`config.mk`:
```
export PLATFORM = sky130hd
export DESIGN_NAME = counter_arbiter_flat
export DESIGN_NICKNAME = d
export VERILOG_FILES = /design/src/rtl/counter_arbiter_if.sv /design/src/rtl/counter_arbiter.sv /design/src/flat_wrapper.sv
export SDC_FILE = /design/constraint.sdc
export NUM_CORES = 1
export LEC_CHECK = 0
export BUFFER_PORTS_ARGS = -buffer_cell sky130_fd_sc_hd__clkbuf_2
export CAP_MARGIN = 15
export CORE_ASPECT_RATIO = 1.25
export CORE_UTILIZATION = 47
export CTS_CLUSTER_DIAMETER = 80
export DETAILED_ROUTE_END_ITERATION = 8
export PLACE_DENSITY = 0.81
export RECOVER_POWER = 25
export SLEW_MARGIN = 10
export SYNTH_ARGS = -nofsm -noshare
export SYNTH_HDL_FRONTEND = slang
export SYNTH_SLANG_ARGS = --single-unit
```
`constraint.sdc`:
```
create_clock -name clk_in -period 2.7 [get_ports clk_in]
set_input_delay 0.675 -clock clk_in [delete_from_list [all_inputs] [get_ports clk_in]]
set_output_delay 0.675 -clock clk_in [all_outputs]
set_load 0.05 [all_outputs]
```
`src/rtl/counter_arbiter_if.sv`:
```
// Requester-side bundle for counter_arbiter: request levels and load values in,
// grant/done/busy and the live counter value out.
interface counter_arbiter_if #(
    parameter int N_REQ = 4,
    parameter int CNT_W = 26
);
    logic [N_REQ-1:0]       req;
    logic [N_REQ*CNT_W-1:0] load_val;
    logic [N_REQ-1:0]       grant;
    logic [N_REQ-1:0]       done;
    logic                   busy;
    logic [CNT_W-1:0]       cur_cnt;

    modport master (
        output req, load_val,
        input  grant, done, busy, cur_cnt
    );

    modport slave (
        input  req, load_val,
        output grant, done, busy, cur_cnt
    );
endinterface

```
`src/rtl/counter_arbiter.sv`:
```
// Round-robin arbiter sharing one down-counter between N_REQ requesters; the
// owner's interval runs load_val+1 cycles, then a one-cycle done pulse is returned.
module counter_arbiter #(
    parameter int N_REQ = 4,
    parameter int CNT_W = 26
) (
    input  logic             clk_in,
    input  logic             rst,
    counter_arbiter_if.slave bus
);
    localparam int IDX_W = $clog2(N_REQ);

    typedef enum logic [1:0] {
        S_IDLE,
        S_COUNT,
        S_DONE
    } state_t;

    state_t           r_state;
    state_t           w_state_next;
    logic [IDX_W-1:0] r_idx;
    logic [IDX_W-1:0] w_idx_next;
    logic [IDX_W-1:0] r_ptr;
    logic [IDX_W-1:0] w_ptr_next;
    logic [CNT_W-1:0] r_cnt;
    logic [CNT_W-1:0] w_cnt_next;

    logic [CNT_W-1:0] w_load     [N_REQ];
    logic [IDX_W-1:0] w_cand_idx [N_REQ];
    logic [N_REQ-1:0] w_cand_hit;
    logic [N_REQ-1:0] w_owner_oh;
    logic [IDX_W-1:0] w_pick;
    logic             w_any;
    logic [IDX_W-1:0] w_idx_inc;
    logic             w_busy;

    // Candidate gi is requester (ptr + gi) mod N_REQ, so gi = 0 has top priority.
    for (genvar gi = 0; gi < N_REQ; gi++) begin : g_req
        logic [IDX_W:0] w_sum;

        assign w_load[gi]     = bus.load_val[gi*CNT_W +: CNT_W];
        assign w_sum          = {1'b0, r_ptr} + (IDX_W+1)'(gi);
        assign w_cand_idx[gi] = (w_sum >= (IDX_W+1)'(N_REQ))
                              ? IDX_W'(w_sum - (IDX_W+1)'(N_REQ))
                              : w_sum[IDX_W-1:0];
        assign w_cand_hit[gi] = bus.req[w_cand_idx[gi]];
        assign w_owner_oh[gi] = (r_idx == IDX_W'(gi));
    end

    always_comb begin
        w_any  = 1'b0;
        w_pick = r_ptr;
        for (int k = N_REQ - 1; k >= 0; k--) begin
            if (w_cand_hit[k]) begin
                w_any  = 1'b1;
                w_pick = w_cand_idx[k];
            end
        end
    end

    assign w_idx_inc = (r_idx == IDX_W'(N_REQ - 1)) ? '0 : r_idx + IDX_W'(1);

    always_comb begin
        w_state_next = r_state;
        w_idx_next   = r_idx;
        w_ptr_next   = r_ptr;
        w_cnt_next   = r_cnt;
        case (r_state)
            S_IDLE: begin
                if (w_any) begin
                    w_idx_next   = w_pick;
                    w_cnt_next   = w_load[w_pick];
                    w_state_next = S_COUNT;
                end
            end
            S_COUNT: begin
                // Owner dropping its request aborts silently; the counter is left as is.
                if (!bus.req[r_idx]) begin
                    w_state_next = S_IDLE;
                    w_ptr_next   = w_idx_inc;
                end else if (r_cnt == '0) begin
                    w_state_next = S_DONE;
                end else begin
                    w_cnt_next = r_cnt - CNT_W'(1);
                end
            end
            S_DONE: begin
                w_ptr_next   = w_idx_inc;
                w_state_next = S_IDLE;
            end
            default: begin
                w_state_next = S_IDLE;
            end
        endcase
    end

    always_ff @(posedge clk_in) begin
        if (rst) begin
            r_state <= S_IDLE;
            r_idx   <= '0;
            r_ptr   <= '0;
            r_cnt   <= '0;
        end else begin
            r_state <= w_state_next;
            r_idx   <= w_idx_next;
            r_ptr   <= w_ptr_next;
            r_cnt   <= w_cnt_next;
        end
    end

    assign w_busy      = (r_state != S_IDLE);
    assign bus.busy    = w_busy;
    assign bus.grant   = w_busy ? w_owner_oh : '0;
    assign bus.done    = (r_state == S_DONE) ? w_owner_oh : '0;
    assign bus.cur_cnt = r_cnt;

endmodule
```
`src/flat_wrapper.sv`:
```
// flat-port wrapper written by rule: the top's interface ports become plain ports
module counter_arbiter_flat 
#(
    parameter int N_REQ = 4,
    parameter int CNT_W = 26
)
  (clk_in, rst, bus_req, bus_load_val, bus_grant, bus_done, bus_busy, bus_cur_cnt);
  counter_arbiter_if #(.N_REQ(N_REQ), .CNT_W(CNT_W)) bus_i ();
  input  logic clk_in;
  input  logic rst;
  input wire logic [$bits(bus_i.req)-1:0] bus_req;
  input wire logic [$bits(bus_i.load_val)-1:0] bus_load_val;
  output wire logic [$bits(bus_i.grant)-1:0] bus_grant;
  output wire logic [$bits(bus_i.done)-1:0] bus_done;
  output wire logic [$bits(bus_i.busy)-1:0] bus_busy;
  output wire logic [$bits(bus_i.cur_cnt)-1:0] bus_cur_cnt;
  assign bus_i.req = bus_req;
  assign bus_i.load_val = bus_load_val;
  assign bus_grant = bus_i.grant;
  assign bus_done = bus_i.done;
  assign bus_busy = bus_i.busy;
  assign bus_cur_cnt = bus_i.cur_cnt;
  counter_arbiter #(.N_REQ(N_REQ), .CNT_W(CNT_W)) u_core (.clk_in(clk_in), .rst(rst), .bus(bus_i));
endmodule
```
==> summary by stage, run 1 <==
Clocking
CTS placed an instance of sky130_fd_sc_hd__clkbuf_8 at the clock tree root. The H-tree depth reported by CTS is 2. After clock tree synthesis, the setup repair step added 0 buffers. The TritonCTS clock tree is yes. In this run, CTS created clock tree buffers numbering 5. The maximum buffer depth of the clock tree is 2. The post-CTS clock slew at the launch and capture registers of the worst setup and hold paths is 0.07 ns. The clock latency of the later-clocked register in the worst-skew pair is roughly 0.29 ns. The number of sinks on the clock net is 32.

Logic synthesis
The count of flip-flops with a built-in enable after synthesis is 0. Sequential cells were found to cover about 22% of the synthesized design area. The share of flip-flops with an asynchronous set or reset is 0%. The netlist area before placement is 0.00297 mm². The synthesized flop and latch total is 32. The fraction of synthesized cell area taken by the top area cell type is 21.6%. The count of mapped cells out of synthesis is 397.

Counting instances in the post-synthesis netlist gives the leading cell types as sky130_fd_sc_hd__nor2_1, sky130_fd_sc_hd__dfxtp_1, sky130_fd_sc_hd__a211oi_1, sky130_fd_sc_hd__and3_1, sky130_fd_sc_hd__mux2i_1. Among all cell types in the netlist, the one instantiated most often is sky130_fd_sc_hd__nor2_1. After synthesis, the netlist uses 52 different library cells. Averaged over all synthesized cells, the footprint is around 7.5 µm². Of all cell types, the one taking the most synthesized area is sky130_fd_sc_hd__dfxtp_1. Counting every net in the synthesized netlist gives 512. Among all flip-flop cells after synthesis, the most frequent one is sky130_fd_sc_hd__dfxtp_1. For this run, the number of Yosys warnings is 0. Ranked by total cell area, the synthesized netlist is headed by sky130_fd_sc_hd__dfxtp_1, sky130_fd_sc_hd__mux2i_1, sky130_fd_sc_hd__a211oi_1.

Global route
Entering global routing, the biggest net connects 33 pins. Summed over all layers, the global routing overflow is 0. The global-route wire length before repair is 18700 µm. The initial antenna violation count is 0. The global routing usage summed across all routing layers is 36.6%. The via count of the first global-routing pass is 3882.

Final layout
The share of final-layout standard cells stronger than drive strength 1 is 34.8%. The core occupancy in the finished layout is 67.6%. The area growth from synthesis to layout is 39.3%.

The number of antenna repair diodes is 0. The number of nets in the final layout is 678.

Floorplan
The die is 90.9 µm tall. The core box area is between 0.006 and 0.007 mm². From left edge to right edge, the die measures 73.1 µm. The number of top-level pins is 145. The total die area is 0.00664 mm². The count of standard-cell rows is 32. Once the floorplan was initialized, standard cells occupied 48.5% of the core.

Setup path
The signal on the critical path passes through or4_1 -> or3_1 -> nor4b_4 -> nor2_2 -> a311oi_1 -> o21a_1. The kind of cell adding the most delay to the critical path is simple AND/OR/NAND/NOR gates. The worst-path maximum fanout is 10. The cell depth of the worst setup path is 6. The largest single stage delay on the critical path is 0.55 ns. Data on the critical path is required at its endpoint by 2.93 ns. The largest individual stage delay along the critical path comes from the cell sky130_fd_sc_hd__or4_1. The category of the critical setup timing path is reg2reg. The type of element launching the critical path is a flip-flop.

The combined buffer and inverter count along the critical path is 0. The minimum setup slack among reg-to-reg paths is 0.13 ns. The worst setup path is captured at a flip-flop.

Data on the critical path arrives at its endpoint at around 2.8 ns. In this run the critical register-to-register path is launched from u_core.bus.cur_cnt[14]. The cell count of the worst reg-to-reg path is 6. The launch point of the worst path is u_core.bus.cur_cnt[14]. The worst register-to-register path ends at u_core.bus.cur_cnt[10]. Following the worst setup path forward leads to its endpoint at u_core.bus.cur_cnt[10].

Timing
The worst relative slew slack is 53.4%. The number of hold violations in the final report is 0. The setup TNS is 0 ns. On the final layout, the worst clock skew is 0.00787 ns. Setup repair after global routing left no endpoint under its margin. Setup violations remaining at the end of the flow were counted as 0. The minimum clock period is 2.57 ns.

The actual slew at the worst max-slew pin is 0.696 ns. The period utilization is between 90% and 100%. The maximum clock frequency is 0.389 GHz. Hold timing on the final database bottoms out at a slack of around 0.52 ns.

The least setup slack across all paths after layout is 0.132 ns. The number of slew-limit violations in the final report is 0.

Routing
For this run, design rule violations remaining after detail routing come to 0. The number of vias per cell after detailed routing is 6.26. Dividing the detail-routed wire length by the instance count gives 18.2 µm. The final layout contains routed wiring with a total length of ~12000 µm. The detail route stage leaves a number of antenna-violating nets equal to 0. The first detailed-routing pass took 6 iterations. The first routing iteration left 414 violations.

Summing over every cut layer, the via total after detailed routing is 4063.

Power and ir drop
In this run the power density over the cells is about 580 mW/mm². The maximum vdd drop is roughly 0.00037 V. For this design the static power due to leakage is about 1.9 nW. The final total power is 2.40 mW.

Place
In this run the tool buffered the top-level ports with 144 buffer cells. The routability congestion estimate from global placement is 1.02. Prior to clock tree synthesis, the placed netlist has a worst setup slack of between 0.06 and 0.07 ns. The placed wire-length estimate is 9090 µm.

Outcome
The flow ran to the end, and the final reports show no timing, DRC or antenna violations.

Worst hold path
The path type of the worst min-delay path is reg2reg.

Run
The tool flagged a number of max-cap violations equal to 0.
[layout make-up]
type	count	area [µm²]
inverters	7	26.3
well taps	85	106
flip-flops and latches	32	641
clock buffers	8	90.1
repair buffers	188	1070
fillers	561	1990
multi-input cells	329	2210
[metrics by stage]
stage	std cells	area [µm²]
after global routing	649	4140
final	649	4140
after CTS	649	4140
after floorplan	397	2970
after detailed placement	641	4050
after global placement	641	4050
[what timing repair did]
item	4_1_cts	5_1_grt
hold buffers	0	0
gates resized for setup	0	4
hold endpoints to repair	0	0
setup endpoints to repair	0	19
[cell usage in the layout (no fill, tap or decap), drive strengths merged, types with 7 or more instances in the layout]
cell,n
a211o,15
o21ai,21
clkbuf,152
nor2,34
o211ai,9
buf,44
and2,9
nand4,10
and3,25
nor3,18
nor4,8
mux2i,23
dfxtp,32
nand2,19
inv,7
nor2b,8
a21oi,17
a211oi,25
a31oi,12
nand3,16
or4,7
[tightest hold or removal path: stages (launching register included)]
cell                      delay [ns]
sky130_fd_sc_hd__dfxtp_1        0.33
sky130_fd_sc_hd__o21ai_0        0.07
sky130_fd_sc_hd__a31oi_1        0.07
[sequential cells by signal, summed over array words and instances (netlist names)]
| register | count |
|---|---|
| u_core.bus.cur_cnt | 26 |
| u_core.r_idx | 2 |
| u_core.r_ptr | 2 |
| u_core.r_state | 2 |
[worst min-delay path by stage]
stage,from,endpoint,cells past startpoint
detailed placement,u_core.bus.cur_cnt[7],u_core.bus.cur_cnt[7],2
global route,u_core.bus.cur_cnt[7],u_core.bus.cur_cnt[7],2
floorplan,u_core.r_idx[1],u_core.r_idx[1],2
CTS,u_core.bus.cur_cnt[7],u_core.bus.cur_cnt[7],2
finish,u_core.bus.cur_cnt[7],u_core.bus.cur_cnt[7],2
global placement,u_core.bus.cur_cnt[7],u_core.bus.cur_cnt[7],2
[where the power goes]
group	leakage (nW)	switching (mW)	internal, mW
sequential	0.264	0.0875	0.548
clock	0.0455	0.180	0.208
combinational	1.59	0.878	0.505
total	1.90	1.14	1.26
[layer usage]
metal	vias up	global-route usage [%]	wire, µm
met4	0	23.9	736
met1	1875	41.9	4480
met2	245	61.3	5780
met3	57	5.92	823
met5	-	0	0
li1	1886	-	-
[cell families (layout without fill, tap and decap cells)]
logic type	after synthesis	in the layout	share of synthesized area, %
fa+ha+maj	5	5	2.11
compound gates	125	125	29.6
mux	27	27	9.65
buf+inv	36	203	4.84
simple gates	172	172	32.2
flops	32	32	21.6
(Power assumes the default switching activity.)
==> run 2, diff against run 1 <==
--- a/config.mk
+++ b/config.mk
@@ -11,6 +11,7 @@
 export CORE_UTILIZATION = 47
 export CTS_CLUSTER_DIAMETER = 80
 export DETAILED_ROUTE_END_ITERATION = 8
+export GPL_TIMING_DRIVEN = 0
 export PLACE_DENSITY = 0.81
 export RECOVER_POWER = 25
 export SLEW_MARGIN = 10
==> run 2 against run 1 <==
Against the previous run:
- sequential power rose by 5.5%
- largest power group unchanged
- register-to-register slack got worse by 0.08 ns
- power fell by 1.9%
- critical endpoint is now u_core.bus.cur_cnt[13]
- combinational power fell by 6%
- maximum frequency fell by 3.1%
- cell count fell by 0.92%
- via count rose by 1.3%
- sequential share of layout area rose by 0.48 points
- non-clock buffer count fell by 6
==> summary by stage, run 2 (same netlist as run 1, synthesis figures left out) <==
Power and ir drop
The net switching component of the power is 1.15 mW (+0.87%). The share of power burned in combinational logic was 55.0% (-2.5 points). The internal power is 1.20 mW (-4.4%). The power density normalized to cell area is 583 mW/mm² (+0.39%). The total leakage power is 1.80 nW (-5.4%). The sequential share of power was 28.4% (+2.0 points). The switching power as a share of total power is 48.9% (+1.3 points). The maximum vdd drop is 0.000329 V (-11%). The fraction of power consumed by the clock network came to 16.6% (+0.5 points).

Routing
The post-detailed-route wirelength per cell is 18.7 µm (+2.7%). The number of detailed-routing iterations run before antenna repair is 8 (+2). The total wire length is 12000 µm (+1.8%). The vias after detailed routing is 4114 (+1.3%).

The count of routing violations after the opening detailed-route iteration is 310 (-25%). The remaining design rule violation count is 0 (unchanged). The remaining antenna violation count after routing is 0 (unchanged). The number of vias per cell after detailed routing came to 6.40 (+2.2%).

Timing
The total setup violations reported at the end of the flow was 0 (unchanged). The period utilization was 98.1% (+3.0 points). The setup TNS came to 0 ns (unchanged). The number of slew-limit violations in the final report is 0 (unchanged).

The minimum clock period is 2.65 ns (+0.0813 ns). The maximum clock frequency was 0.377 GHz (-3.1%). The worst relative slew slack is 52.9% (-0.48 points).

The number of hold violations in the final report is 0 (unchanged). The actual slew at the worst max-slew pin is 0.703 ns (+0.00714 ns). The worst setup skew after layout is 0.00399 ns (-0.00388 ns).

Floorplan
The total die area is 0.00664 mm² (unchanged). The die span in x was 73.1 µm (unchanged). The starting density of the core is 48.5% (unchanged). The number of top-level pins came to 145 (unchanged). The core box area was 0.00613 mm² (unchanged). The vertical extent of the die was 90.9 µm (unchanged). The count of standard-cell rows came to 32 (unchanged).

Clocking
The maximum buffer depth of the clock tree is 2 (unchanged). The post-CTS clock slew at the launch and capture registers of the worst setup and hold paths is 0.06 ns (about the same). The number of sinks on the clock net is 32 (unchanged). CTS placed an instance of sky130_fd_sc_hd__clkbuf_8 at the clock tree root. The H-tree depth reported by CTS is 2 (unchanged). The number of buffers created by CTS is 5 (unchanged). The TritonCTS clock tree is yes. The clock latency of the later-clocked register in the worst-skew pair was 0.29 ns (about the same). The count of hold buffers inserted by post-cts repair is 0 (unchanged).

Final layout
From synthesis to final layout, the design area changed by 36.2%. The multi-input logic area is 0.00226 mm² (+2.6%). The number of fill cells in the layout is 565 (+0.71%). The top cell types in the final layout, fill and taps aside, are sky130_fd_sc_hd__clkbuf_2, sky130_fd_sc_hd__clkbuf_1, sky130_fd_sc_hd__nor2_1. The most common cell after layout, fill and taps aside is sky130_fd_sc_hd__clkbuf_2. The number of antenna repair diodes is 0 (unchanged).

The number of nets in the final layout is 672 (-0.88%). The non-filler instance count after layout is 643 (-0.92%). The share of final-layout standard cells stronger than drive strength 1 came to 32.8% (-2.0 points). The number of flip-flops under the largest register name came to 26 (unchanged).

The sequential cell area in the final layout came to 646 µm² (+0.78%).

Setup path
The category of the critical setup timing path is reg2reg. The critical path endpoint category is a flip-flop. The worst setup path is launched from a flip-flop.

The data required time at the worst endpoint is 2.88 ns (-0.05 ns). The data arrival time of the critical path is 2.83 ns (+0.04 ns). The worst-path maximum fanout came to 7 (-3).

Global route
In this run the most used layer during global routing was met2. The via count of the first global-routing pass came to 3801 (-2.1%). The global routing usage summed across all routing layers is 36.5% (-0.095 points). The met3 capacity usage during global routing came to 6.36% (+0.45 points). The met2 layer usage reported by global route came to 59.8% (-1.5 points). The met1 layer usage reported by global route is 42.9% (+1.0 points). The initial antenna violation count is 0 (unchanged).

The global route total overflow was 0 (unchanged). The largest net degree at the start of global routing is 11 (-67%). The global-route wire length before repair is 18600 µm (-0.59%).

Run
The max-capacitance violation count is 0 (unchanged).

Place
The number of I/O port buffers is 144 (unchanged). The placed wire-length estimate came to 9180 µm (+0.98%). The routability congestion estimate from global placement is 0.970 (-4.8%). The post-placement cell count is 626 (-2.3%).

Outcome
The flow ran to the end, and the final reports show no timing, DRC or antenna violations.

Worst hold path
The path type of the worst min-delay path is reg2reg.
[run 2: cell count changes in the layout (fill, tap and decap cells not counted), sizes merged]
cell / delta
clkbuf: +24
buf: -30
[run 2: what timing repair did]
action / 4_1_cts / 5_1_grt
setup buffers: 3 / 6
pin swaps: 1 / 3
endpoints found under the setup margin: 26 / 25
resized for setup: 4 / 28
[run 2: area by class of cell]
type | count | share of cell area, %
Buffer | 29 | 3.59
Clock buffer | 8 | 2.23
Inverter | 7 | 0.650
Timing Repair Buffer | 153 | 19.0
Sequential cell | 32 | 16.0
Tap cell | 85 | 2.63
Multi-Input combinational cell | 329 | 56.0
[run 2: critical path: stages, from the launching register on]
cell	delay [ns]
sky130_fd_sc_hd__dfxtp_4	0.37
sky130_fd_sc_hd__or4_4	0.54
sky130_fd_sc_hd__buf_6	0.14
sky130_fd_sc_hd__or3_4	0.33
sky130_fd_sc_hd__buf_6	0.14
sky130_fd_sc_hd__nor4b_4	0.37
sky130_fd_sc_hd__buf_4	0.20
sky130_fd_sc_hd__nor3_4	0.06
sky130_fd_sc_hd__a2111oi_2	0.38
[run 2: final timing paths]
check                                             from                endpoint  slack (ns)  cells after the start
worst max-delay path            u_core.bus.cur_cnt[12]  u_core.bus.cur_cnt[13]        0.05                      8
worst min-delay path                   u_core.r_idx[1]         u_core.r_idx[1]        0.52                      2
worst max register to register  u_core.bus.cur_cnt[12]  u_core.bus.cur_cnt[13]        0.05                      8
worst min register to register         u_core.r_idx[1]         u_core.r_idx[1]        0.52                      2
[run 2: routing by layer]
| metal | part of all wire, % | wire length [µm] |
|---|---|---|
| met1 | 37 | 4420 |
| met2 | 48 | 5810 |
| met3 | 8.5 | 1030 |
| met4 | 6.4 | 773 |
| met5 | 0 | 0 |
[run 2: through the flow]
| step | cell area [µm²] | power [mW] | util (%) | hold WS, ns | setup WS (ns) |
|---|---|---|---|---|---|
| 3_5_place_dp | 3800 | 1.86 | 62.0 | 0.519 | -0.414 |
| 6_report | 4050 | 2.36 | 66.0 | 0.524 | 0.0506 |
| 3_3_place_gp | 3800 | 1.84 | 62.0 | 0.511 | -0.378 |
| 4_1_cts | 3930 | 2.25 | 64.1 | 0.526 | 0.0000548 |
| 2_1_floorplan | 2970 | 1.50 | - | 0.486 | 0.0339 |
| 5_1_grt | 4050 | 2.46 | 66.0 | 0.575 | -0.0305 |
[run 2: power groups by stage]
stage	combinational, mW	sequential, mW	clock (mW)
2_1_floorplan	0.619	0.876	0
3_3_place_gp	1.18	0.665	0
3_5_place_dp	1.19	0.669	0
4_1_cts	1.20	0.659	0.387
6_report	1.30	0.670	0.391
5_1_grt	1.37	0.684	0.409
==> run 3, diff against run 2 <==
--- a/config.mk
+++ b/config.mk
@@ -8,11 +8,11 @@
 export BUFFER_PORTS_ARGS = -buffer_cell sky130_fd_sc_hd__clkbuf_2
 export CAP_MARGIN = 15
 export CORE_ASPECT_RATIO = 1.25
-export CORE_UTILIZATION = 47
+export CORE_UTILIZATION = 30
 export CTS_CLUSTER_DIAMETER = 80
 export DETAILED_ROUTE_END_ITERATION = 8
 export GPL_TIMING_DRIVEN = 0
-export PLACE_DENSITY = 0.81
+export PLACE_DENSITY = 0.57
 export RECOVER_POWER = 25
 export SLEW_MARGIN = 10
 export SYNTH_ARGS = -nofsm -noshare
==> run 3 against run 2 <==
Against the previous run:
- power rose by 12%
- sequential power rose by 0.9%
- clock-buffer cell count decreased by 1
- largest power group unchanged
- clock skew up 0.0071 ns
- core utilization is 23 points lower
- critical path type unchanged
==> summary by stage, run 3 (same netlist as run 1, synthesis figures left out) <==
Global route
The global-route wire length before repair came to 20400 µm (+9.4%). The initial antenna violation count is 0 (unchanged). The global routing usage summed across all routing layers is 25.3% (-11 points). The global route total overflow is 0 (unchanged). The via count of the first global-routing pass was 3907 (+2.8%). The largest net degree at the start of global routing came to 11 (unchanged).

Routing
The total wire length came to 12800 µm (+6.7%). The vias after detailed routing is 3930 (-4.5%). The highest routed metal layer is met4. The number of detailed-routing iterations run before antenna repair is 5 (-3). The detailed route wirelength on metal2 is 6280 µm (+8.1%).

The post-detailed-route wirelength per cell is 18.9 µm (+1.3%). The count of routing violations after the opening detailed-route iteration came to 342 (+10%). The number of vias per cell after detailed routing was 5.81 (-9.3%). The total met3 wirelength after detailed routing is 657 µm (-36%). The remaining antenna violation count after routing came to 0 (unchanged). The remaining design rule violation count is 0 (unchanged). The post-route met1 wirelength is 5270 µm (+19%).

Final layout
The core occupancy in the finished layout was 43.1% (-23 points). The non-filler instance count after layout was 677 (+5.3%). Leaving out fill and tap cells, the most frequent cell in the layout is sky130_fd_sc_hd__clkbuf_2. The number of flip-flops under the largest register name is 26 (unchanged). Compared with the post-synthesis result, the final layout area differs by 39.4%. The area of all placed cells without fillers was 0.00414 mm² (+2.4%). The number of antenna repair diodes is 0 (unchanged). The share of final-layout standard cells stronger than drive strength 1 is 32.5% (-0.31 points).

In the layout the commonest cells are sky130_fd_sc_hd__clkbuf_2, sky130_fd_sc_hd__clkbuf_1, sky130_fd_sc_hd__nor2_1. The number of nets in the final layout is 665 (-1.0%).

Clocking
The maximum buffer depth of the clock tree is 2 (unchanged). The tree is rooted in a sky130_fd_sc_hd__clkbuf_16. The number of buffers created by CTS is 5 (unchanged). The clock latency of the later-clocked register in the worst-skew pair came to 0.29 ns (about the same). The count of hold buffers inserted by post-cts repair is 0 (unchanged). The H-tree depth reported by CTS was 2 (unchanged). The post-CTS clock slew at the launch and capture registers of the worst setup and hold paths came to 0.06 ns (about the same). The number of sinks on the clock net came to 32 (unchanged). TritonCTS built the clock tree.

Timing
The minimum clock period is 2.59 ns (-0.0600 ns). The actual slew at the worst max-slew pin came to 0.711 ns (+0.00818 ns). The worst relative slew slack is 52.4% (-0.55 points). The number of hold violations in the final report is 0 (unchanged). Setup repair after global routing left no endpoint under its margin. The period utilization is 95.9% (-2.2 points). The number of slew-limit violations in the final report is 0 (unchanged). The worst setup skew after layout is 0.0111 ns (+0.00713 ns). The maximum clock frequency came to 0.386 GHz (+2.3%).

The total setup violations reported at the end of the flow came to 0 (unchanged). The worst hold slack was 0.537 ns (+0.0123 ns).

Floorplan
The total die area came to 0.0103 mm² (+55%). The vertical extent of the die is 113 µm (+25%). The count of standard-cell rows is 40 (+25%). The die span in x came to 91 µm (+24%).

The core box area is 0.00961 mm² (+57%). The number of top-level pins is 145 (unchanged). The starting density of the core is 30.9% (-18 points).

Setup path
The worst setup path is of the reg2reg kind. The data required time at the worst endpoint is 2.92 ns (+0.04 ns). The minimum setup slack among reg-to-reg paths is 0.11 ns (+0.06 ns). The critical path endpoint category is a flip-flop. The data arrival time of the critical path is 2.81 ns (-0.02 ns). The worst setup path is launched from a flip-flop. The worst-path maximum fanout is 10 (+3).

Place
The post-placement cell count is 667 (+6.5%). The placed wire-length estimate is 10100 µm (+10%). The placement-stage cell area was 0.00385 mm² (+1.4%). The number of I/O port buffers was 144 (unchanged). The routability congestion estimate from global placement is 0.932 (-3.9%).

Power and ir drop
The maximum vdd drop is 0.000258 V (-22%). The total leakage power was 1.81 nW (+0.84%). The power density normalized to cell area is 637 mW/mm² (+9.3%).

Outcome
The run finished with clean final reports.

Worst hold path
The path type of the worst min-delay path is reg2reg.

Run
The max-capacitance violation count is 0 (unchanged).
## run 3: final cells by class
| type | instances | area (µm²) |
|---|---|---|
| timing repair buffer | 147 | 727 |
| tap | 126 | 158 |
| buffer | 28 | 135 |
| inverter | 7 | 26.3 |
| clock buffer | 7 | 153 |
| multi-input combinational | 329 | 2270 |
| clock inverter | 1 | 30.0 |
| fill | 1037 | 5470 |
| sequential | 32 | 642 |
## run 3: path summary, 6_finish.rpt
path / from / endpoint / cells after the start
setup / recovery: u_core.bus.cur_cnt[0] / u_core.bus.cur_cnt[10] / 9
hold / removal: u_core.r_idx[1] / u_core.r_idx[1] / 2
setup reg to reg: u_core.bus.cur_cnt[0] / u_core.bus.cur_cnt[10] / 9
hold reg to reg: u_core.r_idx[1] / u_core.r_idx[1] / 2
## run 3: through the flow
stage / worst slack [ns] / power, mW / TNS (ns)
6_report: 0.111 / 2.64 / 0
5_1_grt: 0.00894 / 2.76 / 0
4_1_cts: 0.0144 / 2.60 / 0
3_5_place_dp: -0.413 / 1.88 / -7.01
3_3_place_gp: -0.414 / 1.87 / -6.50
2_1_floorplan: 0.0339 / 1.50 / 0
## run 3: worst max-delay path, stage by stage (launching register included)
cell and delay (ns):
sky130_fd_sc_hd__dfxtp_1 0.38, sky130_fd_sc_hd__inv_1 0.09, sky130_fd_sc_hd__ha_2 0.22, sky130_fd_sc_hd__or4b_4 0.51, sky130_fd_sc_hd__nor4_4 0.34, sky130_fd_sc_hd__nor4b_4 0.26, sky130_fd_sc_hd__buf_6 0.17, sky130_fd_sc_hd__nor2_2 0.12
sky130_fd_sc_hd__a311oi_1 0.30, sky130_fd_sc_hd__o21a_1 0.15
## run 3: routing by layer
| layer | track usage, % | up-vias |
|---|---|---|
| met2 | 44.0 | 168 |
| met4 | 13.4 | 0 |
| li1 | - | 1856 |
| met3 | 3.36 | 31 |
| met1 | 30.1 | 1875 |
| met5 | 0 | - |
## run 3: what timing repair did
| action | in CTS | in global routing |
|---|---|---|
| gates resized for setup | 7 | 22 |
| buffers inserted | 2 | 1 |
| pin swaps | 0 | 1 |
| endpoints found under the setup margin | 26 | 24 |
| hold endpoints to repair | 0 | 0 |
## run 3: report_power, final
part           internal, mW  switching [mW]
sequential            0.549           0.127
combinational         0.419           0.841
clock                 0.486           0.217
